===== src/rtl/player_ctrl.sv =====
//------------------------------------------------------------------------------
// Module      : player_ctrl
// Description : Player sprite controller. Generates the movement tick and the
//               animation frame, walks the sprite around the stage under key
//               control (wall flags and screen bounds respected) and loads the
//               spawn point on every stage entry.
//               Optional build macro PLAYER_DIAG_EN enables independent
//               vertical/horizontal stepping (diagonal movement).
// Revision    : 1.0 - initial release
//------------------------------------------------------------------------------
`default_nettype none

module player_ctrl #(
  parameter int MOVE_DIV = 1000000,
  parameter int ANIM_DIV = 4
) (
  input  logic       clk,
  input  logic       rst,
  input  logic [3:0] state,
  input  logic       key_up,
  input  logic       key_down,
  input  logic       key_left,
  input  logic       key_right,
  input  logic [3:0] blocked,
  output logic [8:0] player_x,
  output logic [8:0] player_y,
  output logic [3:0] player_state,
  output logic       moving
);

  localparam int c_tick_w = (MOVE_DIV > 1) ? $clog2(MOVE_DIV) : 1;
  localparam int c_anim_w = (ANIM_DIV > 1) ? $clog2(ANIM_DIV) : 1;
  localparam logic [c_tick_w-1:0] c_tick_last = c_tick_w'(MOVE_DIV - 1);
  localparam logic [c_anim_w-1:0] c_anim_last = c_anim_w'(ANIM_DIV - 1);

  // Facing codes as seen in the sprite frame index
  localparam logic [1:0] c_face_down  = 2'd0;
  localparam logic [1:0] c_face_up    = 2'd1;
  localparam logic [1:0] c_face_left  = 2'd2;
  localparam logic [1:0] c_face_right = 2'd3;

  // Game state codes of the three playable stages
  localparam logic [3:0] c_st_stage1 = 4'd2;
  localparam logic [3:0] c_st_stage2 = 4'd4;
  localparam logic [3:0] c_st_stage3 = 4'd6;

  // Sprite is 10x10 on a 320x240 field
  localparam logic [8:0] c_x_max = 9'd310;
  localparam logic [8:0] c_y_max = 9'd230;

  typedef enum logic [0:0] {
    IDLE = 1'b0,
    WALK = 1'b1
  } fsm_t;

  fsm_t                fsm_q, fsm_d;
  logic [c_tick_w-1:0] tick_cnt_q, tick_cnt_d;
  logic [c_anim_w-1:0] anim_cnt_q, anim_cnt_d;
  logic                frame_q, frame_d;
  logic [1:0]          facing_q, facing_d;
  logic [8:0]          x_q, x_d;
  logic [8:0]          y_q, y_d;
  logic [3:0]          state_q, state_d;
  logic                moving_q, moving_d;

  logic in_stage, any_key, stage_entry, move_tick, anim_adv;
  logic v_up, v_dn, h_lf, h_rt;
  logic can_up, can_dn, can_lf, can_rt;
  logic [1:0] sel_face;

  // Next-state logic for counters, FSM, facing, frame and position
  always_comb begin
    in_stage    = (state == c_st_stage1) || (state == c_st_stage2) ||
                  (state == c_st_stage3);
    any_key     = key_up | key_down | key_left | key_right;
    stage_entry = in_stage && (state != state_q);
    move_tick   = (tick_cnt_q == c_tick_last);

`ifdef PLAYER_DIAG_EN
    // Each axis resolves its own priority; both may step on one tick
    v_up = key_up;
    v_dn = !key_up && key_down;
    h_lf = key_left;
    h_rt = !key_left && key_right;
`else
    // One direction only: up > down > left > right
    v_up = key_up;
    v_dn = !key_up && key_down;
    h_lf = !key_up && !key_down && key_left;
    h_rt = !key_up && !key_down && !key_left && key_right;
`endif

    // Vertical direction wins the facing when one is active
    if (v_up)      sel_face = c_face_up;
    else if (v_dn) sel_face = c_face_down;
    else if (h_lf) sel_face = c_face_left;
    else           sel_face = c_face_right;

    can_up = (y_q != 9'd0)   && !blocked[1];
    can_dn = (y_q <  c_y_max) && !blocked[0];
    can_lf = (x_q != 9'd0)   && !blocked[2];
    can_rt = (x_q <  c_x_max) && !blocked[3];

    tick_cnt_d = move_tick ? '0 : tick_cnt_q + 1'b1;
    anim_cnt_d = anim_cnt_q;
    frame_d    = frame_q;
    facing_d   = facing_q;
    x_d        = x_q;
    y_d        = y_q;
    state_d    = state;
    fsm_d      = (in_stage && any_key) ? WALK : IDLE;
    moving_d   = (fsm_d == WALK);
    anim_adv   = 1'b0;

    if (stage_entry) begin
      // Spawn load takes precedence over any step on this cycle
      tick_cnt_d = '0;
      anim_cnt_d = '0;
      frame_d    = 1'b0;
      facing_d   = c_face_down;
      y_d        = 9'd20;
      case (state)
        c_st_stage2: begin x_d = 9'd20;  y_d = 9'd200; end
        c_st_stage3: begin x_d = 9'd150; y_d = 9'd20;  end
        default:     begin x_d = 9'd20;  y_d = 9'd20;  end
      endcase
    end else if (!in_stage) begin
      // Menu screens: sprite faces down and keeps its idle animation
      facing_d = c_face_down;
      anim_adv = move_tick;
    end else if (!any_key) begin
      // Standing still in a stage shows frame 0
      anim_cnt_d = '0;
      frame_d    = 1'b0;
    end else begin
      facing_d = sel_face;
      if ((fsm_q == WALK) && move_tick) begin
        // Blocked or clamped steps still animate
        anim_adv = 1'b1;
        if (v_up && can_up)      y_d = y_q - 9'd1;
        else if (v_dn && can_dn) y_d = y_q + 9'd1;
        if (h_lf && can_lf)      x_d = x_q - 9'd1;
        else if (h_rt && can_rt) x_d = x_q + 9'd1;
      end
    end

    if (anim_adv) begin
      if (anim_cnt_q == c_anim_last) begin
        anim_cnt_d = '0;
        frame_d    = ~frame_q;
      end else begin
        anim_cnt_d = anim_cnt_q + 1'b1;
      end
    end
  end

  // State registers; reset parks the sprite at the STAGE1 spawn point
  always_ff @(posedge clk or posedge rst) begin
    if (rst) begin
      fsm_q      <= IDLE;
      tick_cnt_q <= '0;
      anim_cnt_q <= '0;
      frame_q    <= 1'b0;
      facing_q   <= c_face_down;
      x_q        <= 9'd20;
      y_q        <= 9'd20;
      state_q    <= 4'd0;
      moving_q   <= 1'b0;
    end else begin
      fsm_q      <= fsm_d;
      tick_cnt_q <= tick_cnt_d;
      anim_cnt_q <= anim_cnt_d;
      frame_q    <= frame_d;
      facing_q   <= facing_d;
      x_q        <= x_d;
      y_q        <= y_d;
      state_q    <= state_d;
      moving_q   <= moving_d;
    end
  end

  assign player_x     = x_q;
  assign player_y     = y_q;
  assign player_state = {1'b0, facing_q, frame_q};
  assign moving       = moving_q;

endmodule

`default_nettype wire


===== config.mk =====
export PLATFORM = sky130hd
export DESIGN_NAME = player_ctrl
export DESIGN_NICKNAME = d
export VERILOG_FILES = /design/src/rtl/player_ctrl.sv
export SDC_FILE = /design/constraint.sdc
export NUM_CORES = 1
export LEC_CHECK = 0
export ABC_AREA = 1
export CAP_MARGIN = 20
export CORE_AREA = 2 2 94 73
export DETAILED_ROUTE_END_ITERATION = 12
export DIE_AREA = 0 0 96 75
export PLACE_DENSITY = 0.79
export REMOVE_ABC_BUFFERS = 1
export SLEW_MARGIN = 30
export SYNTH_ARGS = -nofsm -noshare
export SYNTH_HDL_FRONTEND = slang
export SYNTH_SLANG_ARGS = --single-unit

===== constraint.sdc =====
create_clock -name clk -period 2.57 [get_ports clk]
set_clock_uncertainty 0.1 [all_clocks]
set_input_delay 0.257 -clock clk [delete_from_list [all_inputs] [get_ports clk]]
set_output_delay 0.257 -clock clk [all_outputs]
set_load 0.005 [all_outputs]

==> flow_results.org, run 1 <==
** Pwr
- Total leakage power :: 0.002215 uW
- Pwr dens :: 676.7 mW/mm^2
- The design draws 2854 uW.
- Maximum VDD drop :: 0.0005049 V

** Setup path
- Counting buffers and inverters, the worst setup path is 11 cells deep.
- Of all nets on the critical path, the largest fanout is 6.
- The worst setup path is captured at a flop.
- The worst setup path is launched from a flop.
- For this run, the slowest stage of the critical path takes 0.40 ns.
- Counting cells, the worst reg-to-reg path comes to 11.
- Arrival time of the worst setup path :: 2.54 ns
- Critical path class :: reg2reg
- Cell breakdown of the critical path :: nor2_1 -> nand2_1 -> o21ai_2 -> inv_2 -> buf_4 -> fa_1 -> nand3_1 -> nand2_1 -> xor2_1 -> o21ai_0 -> o21ai_1
- The critical path contains buffers and inverters numbering 2 combined.
- The kind of cell with the highest combined delay along the critical path is compound AO/OA/AOI/OAI gates.
- Cell type of the slowest stage on the worst timing path :: sky130_fd_sc_hd__fa_1
- Cell repeated most along the worst path :: sky130_fd_sc_hd__nand2_1
- Data required time of the critical path :: 2.69 ns

** Synth
- Post-synthesis register bit count :: 48
- For this run, the leading register cell type out of synthesis is sky130_fd_sc_hd__dfrtp_1.
- Area share of the largest cell type after synthesis :: 0.3169
- Most area-consuming cells after synthesis :: sky130_fd_sc_hd__dfrtp_1 (32%), sky130_fd_sc_hd__nand2_1 (16%), sky130_fd_sc_hd__inv_1 (8.0%)
- For this run, the register share of the synthesized area comes to 0.3471.
- Counting flops with a built-in enable in the synthesized netlist gives 0.
- A synthesized cell averages 6.800 sq um.
- The synthesized netlist contains 34 unique library cells.
- Synthesized netlist cell count :: 511
- The largest total area in the synthesized netlist belongs to sky130_fd_sc_hd__dfrtp_1.
- Async S/R FF share, synth :: 1.000
- In this run the cell area of the synthesized design comes to 0.003475 sq mm.
- By count the netlist is led by sky130_fd_sc_hd__nand2_1 (151), sky130_fd_sc_hd__inv_1 (74), sky130_fd_sc_hd__nor2_1 (67), sky130_fd_sc_hd__dfrtp_1 (44), sky130_fd_sc_hd__nand3_1 (42).
- Among all cell types in the netlist, the one instantiated most often is sky130_fd_sc_hd__nand2_1.
- Yosys printed 0 warnings.

** Clock tree
- CTS tree :: done
- Clock edge transition at the registers on the reported setup and hold paths :: 0.09 ns
- Number of setup buffers added after CTS :: 0
- The clock passes through at most 2 buffers.
- The clock net in this run drives a total of 48 sinks.
- TritonCTS created 5 clock buffers.
- The later pin in the worst-skew pair is clocked with a latency of 0.31 ns.
- In this run the clock root is driven by a sky130_fd_sc_hd__clkbuf_8.
- The H-tree generated during clock tree synthesis spans 2 levels.

** Placed design
- Detailed placer's ending HPWL :: 6.902 mm
- Port buffer count :: 35
- Routability-driven placement finished with a final weighted congestion of 0.9680.
- The number of placed instances, taps included, is 647.

** Min path
- The tightest min-delay check is of the in2async type.

** Detailed routing
- Across all layers, the routed design uses 3480 vias.
- Router iterations before antenna repair :: 5
- Post-detailed-route wirelength per cell :: 13.24 um
- Dividing the detail-routed via count by the number of cells gives 5.313.
- The count of nets left with antenna violations once routing finished came out at 0.
- The final layout contains routed wiring with a total length of 8.672 mm.
- Initial DRC Count :: 279
- After detailed routing, the number of remaining DRC violations is 0.

** Finish
- Number of nets in the finished design :: 605
- The finished layout holds 655 standard cells, fillers aside.
- Area used by sequential logic in the layout :: 0.001206 sq mm
- Final-layout fill cell count :: 531
- Area taken by multi-input logic gates :: 0.001976 sq mm
- Area Overhead vs Synth :: 21.39%
- Ant diodes :: 0
- In the final layout, the share of cells above drive strength 1 is 0.1167.

** GRT
- Entering global routing, the biggest net connects 23 pins.
- The via count of the first global-routing pass came to 3211.
- Total congestion overflow :: 0
- The number of antenna violations at the first check in global routing came to 0.
- GRT Total Usage :: 0.2585
- Global-route wire length before repair :: 14.59 mm

** Floorplanning
- Die footprint :: 0.007200 sq mm
- Starting density of the core :: 0.5582
- The region available for standard cell placement spans 0.006225 sq mm.
- Row cnt :: 25
- The floorplan step set the die width to 96 um.
- Die outline height :: 75 um
- Top-level port count :: 37

** STA
- Fin crit share :: 0.9429
- Post-layout min period :: 2.423 ns
- Maximum achievable frequency :: 0.4127 GHz
- Final setup vio count :: 0
- Final hold violations :: 0
- Final count of pins violating max slew :: 0

** Flow run
- Max cap viols :: 0

** Outcome
- The flow ran to the end, and the final reports show no timing, DRC or antenna violations.
[routing by layer]
metal	global-route usage	vias up	part of all wire	wire (um)
met5	0	-	0	0
met4	0.06508	0	0.014	125
met3	0.04404	15	0.067	579
met2	0.4151	125	0.46	3946
met1	0.3678	1592	0.46	4020
li1	-	1748	-	-
[cells by family (layout without fill, tap and decap cells)]
| logic type | Yosys count | in the layout | share of synthesized area |
|---|---|---|---|
| and+or+nand+nor | 299 | 299 | 0.3702 |
| adders and majority gates | 18 | 18 | 0.06914 |
| DFF | 48 | 48 | 0.3471 |
| AOI/OAI and AO/OA | 51 | 51 | 0.08427 |
| xor gates and xnor gates | 13 | 13 | 0.03277 |
| other | 1 | 1 | 0.001079 |
| buffers and inverters | 81 | 144 | 0.09542 |
[power breakdown]
group	internal [uW]	leakage (uW)	switching, uW
logic	616	0.00153	689
clock network	289	0.0000552	255
registers	893	0.000633	112
total	1800	0.00221	1060
[final timing paths]
check,endpoint,slack [ns],start
worst min-delay path,player_x[5],0.08,rst
min in group clk,state_q[2],0.36,state[2]
worst min register to register,tick_cnt_q[0],0.38,tick_cnt_q[0]
worst max register to register,player_y[4],0.15,player_y[6]
worst max-delay path,player_y[4],0.15,player_y[6]
max in group asynchronous,player_y[2],1.66,rst
[placed cells by master (no fill, tap or decap), types with 4 or more instances in the layout]
cell type / instances
sky130_fd_sc_hd__a21oi_1: 15
sky130_fd_sc_hd__buf_4: 26
sky130_fd_sc_hd__clkbuf_8: 5
sky130_fd_sc_hd__clkdlybuf4s50_1: 35
sky130_fd_sc_hd__dfrtp_1: 44
sky130_fd_sc_hd__dfstp_2: 4
sky130_fd_sc_hd__ha_1: 14
sky130_fd_sc_hd__inv_1: 72
sky130_fd_sc_hd__nand2_1: 151
sky130_fd_sc_hd__nand3_1: 42
sky130_fd_sc_hd__nand4_1: 12
sky130_fd_sc_hd__nor2_1: 66
sky130_fd_sc_hd__nor2_2: 4
sky130_fd_sc_hd__nor3_1: 7
sky130_fd_sc_hd__o21ai_0: 18
sky130_fd_sc_hd__o21ai_2: 8
sky130_fd_sc_hd__or2_2: 4
sky130_fd_sc_hd__xnor2_1: 6
sky130_fd_sc_hd__xor2_1: 7
[flip-flops by register name, summed over array words and instances, names as in the netlist]
register    cells
frame_q         1
player_y        9
tick_cnt_q     20
player_x        9
moving          1
state_q         4
anim_cnt_q      2
facing_q        2
[worst reg2reg max path, cell delays in order (launching register included)]
cell and delay, ns:
sky130_fd_sc_hd__dfrtp_1 0.38, sky130_fd_sc_hd__nor2_1 0.19, sky130_fd_sc_hd__nand2_1 0.11, sky130_fd_sc_hd__o21ai_2 0.19, sky130_fd_sc_hd__inv_2 0.10, sky130_fd_sc_hd__buf_4 0.15
sky130_fd_sc_hd__fa_1 0.40, sky130_fd_sc_hd__nand3_1 0.09, sky130_fd_sc_hd__nand2_1 0.10, sky130_fd_sc_hd__xor2_1 0.21, sky130_fd_sc_hd__o21ai_0 0.14, sky130_fd_sc_hd__o21ai_1 0.19
[per-stage QoR]
step	utilization	worst slack (ns)	hold slack (ns)	area (sq um)	setup TNS, ns
after global placement	0.6541	0.02743	0.3518	4071	0
after global routing	0.6776	-0.02648	0.1035	4218	-0.02648
after CTS	0.6714	0.04006	0.08752	4179	0
final	0.6776	0.1467	0.07768	4218	0
after floorplan	-	0.2293	0.1884	3425	0
after detailed placement	0.6541	-0.07608	0.3704	4071	-0.2636
[what timing repair did]
| item | in CTS | in global routing |
|---|---|---|
| setup endpoints to repair | 2 | 7 |
| hold buffers | 0 | 0 |
| gates resized for setup | 1 | 8 |
[final cells by class]
class | count | area share
Multi-Input combinational cell | 382 | 0.4684
Sequential cell | 48 | 0.2860
Timing Repair Buffer | 61 | 0.1293
Clock buffer | 6 | 0.01721
Clock inverter | 2 | 0.008306
Inverter | 75 | 0.06675
Tap cell | 81 | 0.02403
(Power assumes the default switching activity.)
==> run 2, diff against run 1 <==
CORE_AREA = 2 2 89 69   (was 2 2 94 73)
DIE_AREA = 0 0 91 71   (was 0 0 96 75)
DONT_BUFFER_PORTS = 1   (was not set)
PLACE_DENSITY = 0.78   (was 0.79)
clock period = 2.35 ns   (was 2.57 ns; I/O delays follow)
==> run 2 against run 1 <==
Sequential cell count is the same. Combinational power grew 7%. Die area shrank 10%. Total power grew 4.3%. Worst setup slack lost 0.063 ns. Worst hold slack gained 0.027 ns. Maximum frequency grew 6.9%. Routed wire length shrank 1.2%. Sequential share of layout area grew 1.4 points. Non-clock buffer count shrank 30. Critical path type unchanged. Largest cell class unchanged. Largest power group unchanged.
==> flow_results.org, run 2 (synthesis gave the netlist of run 1 again) <==
** Setup path
- At the worst endpoint, the arrival time is 2.39 ns.
- The worst setup path is launched from a flop.
- Setup slack on the worst reg-to-reg path comes out at 0.08 ns.
- Worst-path maximum fanout :: 8
- Traced cell by cell, the critical path runs through nor2_2 -> nand3_1 -> o21ai_2 -> inv_4 -> ha_2 -> nand2_1 -> nand2_1 -> nand2_1 -> and2_1 -> nand2_1 -> inv_1 -> nand3_1 -> nand2_1 -> o21ai_0.
- Cell type of the slowest stage on the worst timing path :: sky130_fd_sc_hd__dfrtp_1
- Counting stages on the worst path, the most repeated cell is sky130_fd_sc_hd__nand2_1.
- For the worst setup path, the data required time is 2.47 ns.
- Combined buffer and inverter count along the critical path :: 2
- The critical path in this run is classified as reg2reg.
- CP Capture Type :: flop
- The cell family contributing the most delay on the critical path is simple AND/OR/NAND/NOR gates.
- In this design, the stage delay of the slowest critical-path cell is 0.40 ns.

** STA
- Setup repair after global routing missed its margin :: true
- Measured against its own limit, the worst slew margin works out to 0.5756.
- The final number of max-transition violations is 0.
- Maximum achievable frequency :: 0.4412 GHz
- The final count of hold timing violations came to 0.
- At the pin with the least slew margin, the transition time is 0.6360 ns.
- Post-layout min period :: 2.267 ns
- Final setup vio count :: 0
- Fin crit share :: 0.9645

** Floorplanning
- In this run the core area contains 24 standard-cell rows.
- For this configuration, the core starts out at a cell density of 0.6155.
- The floorplan step set the die width to 91 um.
- Top-level port count :: 37
- The die covers 0.006461 sq mm.
- The region available for standard cell placement spans 0.005645 sq mm.
- Die outline height :: 71 um

** Clock tree
- Clock edge transition at the registers on the reported setup and hold paths :: 0.09 ns
- Buffer levels on the longest clock path :: 2
- TritonCTS built the clock tree.
- Number of buffers created by CTS :: 5
- The clock reaches the later pin of the worst-skew pair after 0.30 ns.
- Total number of H-tree levels :: 2
- The clock drives 48 sinks.
- The root buffer cell chosen for the clock tree is sky130_fd_sc_hd__clkbuf_8.

** Detailed routing
- Using the TritonRoute via totals, the vias-per-cell ratio works out to 5.415.
- Initial DRC Count :: 188
- Post-detailed-route count of antenna-violating nets :: 0
- The final layout contains routed wiring with a total length of 8.564 mm.
- The first TritonRoute pass finished after 5 iterations.
- Dividing the detail-routed wire length by the instance count gives 13.77 um.
- After detailed routing, the number of remaining DRC violations is 0.
- The routed layout has 3368 vias.

** Finish
- Number of nets in the finished design :: 575
- Share of layout cells above drive strength 1 :: 0.1526
- Max reg flops :: 20
- For this run, the share of the core covered by cells in the final layout is 0.7114.
- Biggest register :: tick_cnt_q
- Area Overhead vs Synth :: 15.59%
- Leaving out filler cells and counting taps, the final layout contains 622.
- Leaving out fill and tap cells, the most frequent cell in the layout is sky130_fd_sc_hd__nand2_1.
- The top cell types in the final layout, fill and taps aside, are sky130_fd_sc_hd__nand2_1 (150), sky130_fd_sc_hd__inv_1 (71), sky130_fd_sc_hd__nor2_1 (63), sky130_fd_sc_hd__dfrtp_1 (44), sky130_fd_sc_hd__nand3_1 (42).
- Ant diodes :: 0

** GRT
- In the global route stage, overall resource usage came out at 0.2646.
- Summed over all layers, the global routing overflow is 0.
- The via count of the first global-routing pass came to 3062.
- Entering global routing, the biggest net connects 49 pins.
- Number of antenna violations at the first check in global routing :: 0
- The first global-routing pass estimated 13.84 mm of wire.

** Pwr
- Switching share of power :: 0.3863
- Pwr dens :: 741.1 mW/mm^2
- Comb power frac :: 0.471
- The internal portion of the total power is 1827 uW.
- The share of total power dissipated in the clock network is 0.173.
- Sequential share of power :: 0.356
- For this design the static power due to leakage is 0.002089 uW.
- Maximum VDD drop :: 0.0006392 V
- For this design the total switching power over the nets is 1150 uW.

** Placed design
- Global placement routability congestion :: 0.9201
- Once detailed placement completed, the half-perimeter wirelength came to 6.184 mm.
- The number of placed instances, taps included, is 608.
- The count of buffers added on input and output ports is 0.

** Outcome
- The flow ran to the end, and the final reports show no timing, DRC or antenna violations.

** Min path
- The min-delay analysis places its worst path in the category in2reg.

** Flow run
- Max cap viols :: 0
[run 2: cell count changes in the layout (fill, tap and decap cells not counted), moves of 2 or more]
cell / delta
sky130_fd_sc_hd__ha_4: +7
sky130_fd_sc_hd__nor2_1: -3
sky130_fd_sc_hd__ha_1: -8
sky130_fd_sc_hd__inv_4: +2
sky130_fd_sc_hd__clkdlybuf4s50_1: -35
sky130_fd_sc_hd__nor2_2: +3
sky130_fd_sc_hd__dlygate4sd3_1: +5
[run 2: path summary, 6_finish.rpt]
| check | from | endpoint | depth (start not counted) |
|---|---|---|---|
| max reg2reg | player_y[0] | player_y[8] | 14 |
| max in group asynchronous | rst | tick_cnt_q[6] | 2 |
| max | player_y[0] | player_y[8] | 14 |
| min reg2reg | tick_cnt_q[0] | tick_cnt_q[0] | 1 |
| min | key_left | facing_q[0] | 3 |
| min in group asynchronous | rst | state_q[1] | 2 |
[run 2: power groups by stage]
stage	Sequential [uW]	Combinational (uW)	Clock (uW)
floorplan	1130	793	0
global placement	1060	1190	0
detailed placement	1070	1210	0
CTS	1050	1230	528
global route	1080	1560	570
finish	1060	1400	514
[run 2: worst register-to-register path: cells and delay by family, from the launching register on]
family	cells	cell delay [ns]
DFF	1	0.40
buffers and inverters	2	0.17
adders and majority gates	1	0.40
and+or+nand+nor	9	0.77
AOI/OAI and AO/OA	2	0.36
[run 2: area by class of cell]
type                       count  area, sq um
fill                         462         1629
tap                           78        97.59
clock inverter                 2        10.01
timing repair buffer          31        249.0
clock buffer                   6        82.58
inverter                      75        286.5
multi-input combinational    382         2085
sequential                    48         1206
[run 2: per-stage QoR]
stage	worst slack (ns)	TNS (ns)	instance area (sq um)	power, uW	hold WS [ns]
5_1_grt	-0.08988	-0.2799	4016	3206	0.1108
4_1_cts	0.01009	0	3855	2812	0.1021
3_3_place_gp	-0.01818	-0.01818	3710	2254	0.1666
6_report	0.08343	0	4016	2977	0.1051
3_5_place_dp	-0.09956	-0.3141	3712	2283	0.1257
2_1_floorplan	0.009278	0	3425	1920	0.1664
[run 2: routing by layer]
metal	share of wire	GRT usage	up-vias
met2	0.46	0.4099	121
met5	0	0	-
met1	0.47	0.3895	1551
met4	0.018	0.06397	0
met3	0.060	0.04792	16
li1	-	-	1680
[run 2: repair_timing]
item / in CTS / in global routing
setup endpoints to repair: 6 / 10
resized for setup: 2 / 25
pin swaps: 0 / 7
endpoints found under the hold margin: 48 / 0
buffers inserted: 0 / 1
hold buffers: 5 / 0
==> run 3, diff against run 2 <==
ABC_AREA = not set   (was 1)
CORE_AREA = 2 2 82 65   (was 2 2 89 69)
DIE_AREA = 0 0 84 67   (was 0 0 91 71)
PLACE_DENSITY = 0.77   (was 0.78)
RECOVER_POWER = 25   (was not set)
==> run 3 against run 2 <==
Critical path type unchanged. The run now ends with setup timing left. Combinational power fell by 16%. Cell area fell by 2.3%. Register-to-register slack got worse by 0.63 ns. Area after synthesis fell by 16%. Critical path depth fell by 3. Cell count fell by 27%. Die area fell by 13%. Largest power group unchanged. Count of clock-buffer cells in the layout did not move. Highest routed layer unchanged. First-iteration DRC count fell by 11%.
==> flow_results.org, run 3 <==
** Detailed routing
- Overall via count from detail_route :: 2659
- Length of routed met3 wiring :: 469 um
- Vias/cell :: 5.857
- After detailed routing, no signal wire sits above met4.
- Routed length on met1 :: 3.502 mm
- WL met2 :: 3.948 mm
- Dividing the detail-routed wire length by the instance count gives 17.81 um.
- The pre-antenna-repair detailed-routing pass consisted of 4 iterations.
- Initial DRC Count :: 168
- In the routed design, unresolved DRC markers number 0.
- Total wire length after detailed routing :: 8.084 mm
- Post-detailed-route count of antenna-violating nets :: 0

** Clock tree
- Number of buffers created by CTS :: 5
- Clock edge transition at the registers on the reported setup and hold paths :: 0.09 ns
- The clock reaches the later pin of the worst-skew pair after 0.31 ns.
- The root buffer cell chosen for the clock tree is sky130_fd_sc_hd__clkbuf_8.
- In this run the deepest clock path goes through 2 buffers.
- Sink Count :: 48
- TritonCTS built the clock tree.
- The H-tree generated during clock tree synthesis spans 2 levels.

** STA
- For this run, the top clock speed supported by timing is 0.3449 GHz.
- Post-layout min period :: 2.900 ns
- After routing, the total negative slack on setup checks comes to -3.188 ns.
- Measured against its own limit, the worst slew margin works out to 0.4498.
- Setup repair after global routing missed its margin :: true
- Slew at the pin with the worst max-slew slack :: 0.8243 ns
- The final number of max-transition violations came to 0.
- Dividing the final minimum period by the clock period gives 1.234.
- Final setup vio count :: 11
- Final hold violations :: 0
- After layout, the worst setup slack is -0.5497 ns.

** Synth
- Sequential-to-total area share from yosys stat :: 0.4109
- Post-synthesis instance area :: 0.002935 sq mm
- Of the post-synthesis cell area, the dominant cell type holds 0.3751.
- The most used flip-flop cell after synthesis is sky130_fd_sc_hd__dfrtp_1.
- Post-synthesis cell type count :: 49
- Yosys printed 0 warnings.
- After synthesis, the share of flip-flops with an asynchronous set or reset is 1.000.
- Synthesized netlist cell count :: 319
- Synthesized area per cell :: 9.202 sq um
- In this run, synthesis produced a sequential element count of 48.
- In this run, synthesis inferred 0 flip-flops with an integrated enable.
- The largest total area in the synthesized netlist belongs to sky130_fd_sc_hd__dfrtp_1.
- The commonest cells after synthesis are sky130_fd_sc_hd__dfrtp_1 (44), sky130_fd_sc_hd__nor2_1 (44), sky130_fd_sc_hd__nand2_1 (29), sky130_fd_sc_hd__o21ai_0 (21), sky130_fd_sc_hd__xor2_1 (17).
- In the post-synthesis netlist, the biggest area contributors are sky130_fd_sc_hd__dfrtp_1 (38%), sky130_fd_sc_hd__ha_1 (6.8%), sky130_fd_sc_hd__nor2_1 (5.6%).

** Finish
- Final-layout fill cell count :: 279
- The multi-input combinational cells in the finished layout cover a total of 0.001898 sq mm.
- Ant diodes :: 0
- The final layout contains 425 nets.
- The register with the most flip-flops in the layout has 20 of them.
- Relative to the synthesized area, the layout overhead comes to 33.63%.
- Area used by sequential logic in the layout :: 0.001206 sq mm
- The library cells used most frequently in the layout, excluding fill and tap cells, are sky130_fd_sc_hd__buf_4 (66), sky130_fd_sc_hd__nor2_1 (44), sky130_fd_sc_hd__dfrtp_1 (44), sky130_fd_sc_hd__nand2_1 (28), sky130_fd_sc_hd__xor2_1 (17).
- Leading cell type in the layout, fill and taps excluded :: sky130_fd_sc_hd__buf_4
- More flip-flops sit in one register than any other, and that register is tick_cnt_q.
- After routing the design area is 0.003923 sq mm.
- Of the cells placed in the final design, the portion with a size suffix greater than 1 is 0.3147.

** Placed design
- Once detailed placement completed, the half-perimeter wirelength came to 5.378 mm.
- Summing all placed instances gives a cell area of 0.003426 sq mm.
- Pre-CTS setup slack :: -0.8465 ns
- Global placement routability congestion :: 0.9530
- Port buffer count :: 0

** Floorplanning
- Width of the chip :: 84 um
- Core region area :: 0.004762 sq mm
- The die covers 0.005628 sq mm.
- Top-level port count :: 37
- Measured along the y axis, the die boundary spans 67 um.
- The initial utilization of the core area, before any placement, comes to 0.6164.
- Row cnt :: 22

** GRT
- Pin count of the biggest net entering global routing :: 22
- GRT Total Usage :: 0.3018
- Number of antenna violations at the first check in global routing :: 0
- For this run the aggregate overflow at the end of global routing stands at 0.
- Vias in the first global route :: 2787
- The first global-routing pass estimated 13.14 mm of wire.

** Min path
- Startpoint of the tightest hold check path :: key_right
- In this run the worst hold path is classified as in2reg.
- Instance count along the most critical hold path :: 1

** Outcome
- The final reports fail on setup timing.
- Status :: finished, violations left

** Setup path
- Combined buffer and inverter count along the critical path :: 2
- Of all nets on the critical path, the largest fanout is 4.
- Critical path depth in cells :: 11
- The worst setup path is launched from a flop.
- Among all stages on the critical path, the largest delay is contributed by sky130_fd_sc_hd__dfstp_2.
- At the worst endpoint, the required time is 2.45 ns.
- Length in cells of the worst reg-to-reg path :: 11
- In this design, the stage delay of the slowest critical-path cell is 0.54 ns.
- The worst setup path is captured at a flop.
- In this run the worst setup path begins at player_y[2].
- Critical path class :: reg2reg
- Setup slack on the worst reg-to-reg path comes out at -0.55 ns.
- Arrival time of the worst setup path :: 3.00 ns
- The cell family contributing the most delay on the critical path is compound AO/OA/AOI/OAI gates.
- Cell breakdown of the critical path :: nor3_1 -> a311o_1 -> inv_2 -> buf_6 -> ha_4 -> or3_4 -> a31oi_4 -> mux2i_1 -> and3_1 -> o21ai_1 -> a22o_1
- Launch instance of the worst register-to-register path :: player_y[2]

** Flow run
- Across the run, the number of max-cap violations was 0.

** Pwr
- Maximum VDD drop :: 0.0005456 V
- In this run the static leakage power is 0.001786 uW.
- In this run the power density over the cells is 721.9 mW/mm^2.
[run 3: changes by cell type after synthesis, moves of 9 or more]
cell	delta
sky130_fd_sc_hd__nand2_1	-122
sky130_fd_sc_hd__inv_1	-65
sky130_fd_sc_hd__nand3_1	-33
sky130_fd_sc_hd__nor2_1	-23
sky130_fd_sc_hd__xor2_1	+10
sky130_fd_sc_hd__and3_1	+9
sky130_fd_sc_hd__xnor2_1	+9
[run 3: final timing paths]
check / endpoint
setup / recovery: player_y[8]
hold / removal: facing_q[1]
setup reg to reg: player_y[8]
hold reg to reg: anim_cnt_q[1]
max in group asynchronous: player_y[0]
min in group asynchronous: player_x[0]
[run 3: cell type report]
type / count / area share
Clock inverter: 2 / 0.009888
Multi-Input combinational cell: 255 / 0.4839
Sequential cell: 48 / 0.3075
Timing Repair Buffer: 74 / 0.1499
Clock buffer: 6 / 0.02105
Tap cell: 60 / 0.01914
Inverter: 9 / 0.008612
[run 3: repair_timing]
action                                  4_1_cts  5_1_grt
gates resized for setup                      40       12
pin swaps                                    12       11
buffers inserted                              6        3
hold buffers                                  5        0
endpoints found under the hold margin        19        0
endpoints found under the setup margin       13       13
[run 3: through the flow]
stage	utilization	hold slack, ns	std cells	total power, uW
final	0.8237	0.0007641	454	2832
after detailed placement	0.7194	0.04439	432	1913
after floorplan	-	0.1664	312	1527
after global placement	0.7194	0.04074	432	1886
after CTS	0.8069	0.006925	451	2717
after global routing	0.8237	0.004737	454	2977
[run 3: cell families after synthesis]
| logic type | after synthesis | synth area share |
|---|---|---|
| adders and majority gates | 18 | 0.08184 |
| DFF | 48 | 0.4109 |
| buffers and inverters | 16 | 0.02344 |
| AOI/OAI and AO/OA | 69 | 0.1547 |
| xor gates and xnor gates | 32 | 0.09548 |
| muxes | 3 | 0.01108 |
| other | 1 | 0.001278 |
| and+or+nand+nor | 132 | 0.2212 |
[run 3: layer usage]
| metal | vias to the layer above | track usage |
|---|---|---|
| met5 | - | 0 |
| met4 | 0 | 0.1149 |
| met3 | 20 | 0.07683 |
| met2 | 85 | 0.5310 |
| met1 | 1267 | 0.3614 |
| li1 | 1287 | - |
[run 3: where the power goes]
| part | internal [uW] | total [uW] | switching [uW] | leakage, uW |
|---|---|---|---|---|
| clock | 348 | 635 | 287 | 0.0000614 |
| sequential | 941 | 1020 | 81.7 | 0.000619 |
| combinational | 572 | 1170 | 601 | 0.00111 |
==> patch (flow settings as in run 3) <==
Set the parameter `ANIM_DIV` to 8 (it was 4).
--- a/src/rtl/player_ctrl.sv
+++ b/src/rtl/player_ctrl.sv
@@ -14,3 +14,3 @@
   parameter int MOVE_DIV = 1000000,
-  parameter int ANIM_DIV = 4
+  parameter int ANIM_DIV = 8
 ) (
Check against the original RTL: same outputs for any inputs over 10 cycles, from zero or initial values and one cycle with rst high; that may be too few to reach the edited logic, so the function may still have changed.
==> patch against run 3 <==
Final area up 17%. Cell count up 3.7%. Power down 20%. Setup slack got worse by 0.20 ns. Combinational power down 36%. The flow still finishes with violations (setup timing). Critical path type unchanged. Count of clock-buffer cells in the layout is 1 higher. Area after synthesis increased by 2.3%. Sequential cell count rose by 1. Wire length rose by 68%.
==> patch: results <==
set metrics [dict create \
    detailed_place.area_um2 3550 \
    min_delay_path_depth 2 \
    clock_cell_area_share 0.0205 \
    max_flop_register "tick_cnt_q" \
    sequential_cell_area_um2 1230 \
    synth_common_cells "sky130_fd_sc_hd__dfrtp_1, sky130_fd_sc_hd__nor2_1, sky130_fd_sc_hd__nand2_1, sky130_fd_sc_hd__xnor2_1, sky130_fd_sc_hd__ha_1" \
    post_cts_setup_buffer_count 21 \
    worst_ep_arrival_time_ns 3.24 \
    nMultiInputCombCells 244 \
    post-place-cells 431 \
    grt_start_max_net_pins 27 \
    post_synth.cell_area_avg_um2 9.57 \
    fin_ws_ns -0.754 \
    number_of_global_route_vias_before_repair 3140 \
    post-place-ws_ns -0.557 \
    flop_and_latch_count_out_of_synthesis 49 \
    multi_input_comb_area_um2 2270 \
    leakagePower_uw 0.00204 \
    synth.top_cells.by_area "sky130_fd_sc_hd__dfrtp_1, sky130_fd_sc_hd__ha_1, sky130_fd_sc_hd__xnor2_1" \
    flow.area_growth_from_synthesis_pct 52.6 \
    grt_first_pass_wirelength_mm 16.6 \
    first_pass_iters 5 \
    hold_path_end "player_x[1]" \
    num-nets-final 443 \
    setup-violations-final 42 \
    drtIter0Drc 428 \
    detail_route.wl_per_cell_um 28.9 \
    ir_drop_mv 0.597 \
    cp_slowest_stage_delay_ns 0.44 \
    crit_path_start "player_y[0]" \
    run_status "complete, but fails checks" \
    drive_above_1_share 0.445 \
    antenna_violations_before_repair 1 \
    violations_in_the_final_reports "setup timing" \
    inverters 12 \
    seq_area_frac_synth 0.410 \
    yosys.cell_types.count 56 \
    gp_congestion 0.839 \
    vias 3428 \
    reg2regPathDepth 12 \
    rr_startpoint "player_y[0]" \
    clockBufferCount 7 \
    buffers_excl_clock 98 \
    gr-usage-all-layers 0.395 \
    timing.hold.worst.start "state[1]" \
    slew_headroom 0.335 \
    layout.nonclk_buf_frac 0.189 \
]
==> patch: cell types whose count changed after synthesis, sizes merged, moves of 5 or more <==
| cell | change |
|---|---|
| mux2i | +7 |
| nand2 | -5 |
| nor2 | -6 |
| o21ai | -8 |
| xnor2 | +9 |
| xor2 | -5 |
==> patch: power breakdown <==
| part | leakage [uW] | internal (uW) | switching, uW |
|---|---|---|---|
| Clock | 0.0000445 | 240 | 312 |
| Sequential | 0.000647 | 902 | 64.4 |
| Combinational | 0.00135 | 344 | 402 |
| Total | 0.00204 | 1490 | 779 |
==> patch: cell families after synthesis <==
logic type,share of synthesized area
and+or+nand+nor,0.203
buffers and inverters,0.0312
DFF,0.410
other,0.00125
muxes,0.0304
adders and majority gates,0.0841
xor gates and xnor gates,0.105
AOI/OAI and AO/OA,0.135
==> patch: metal layers <==
layer  vias to the layer above  track usage  wire, um
met5                         -            0        13
met4                         2        0.222      1330
met3                       139       0.0991      1630
met2                       359        0.668      6240
met1                      1617        0.467      4400
li1                       1311            -         -
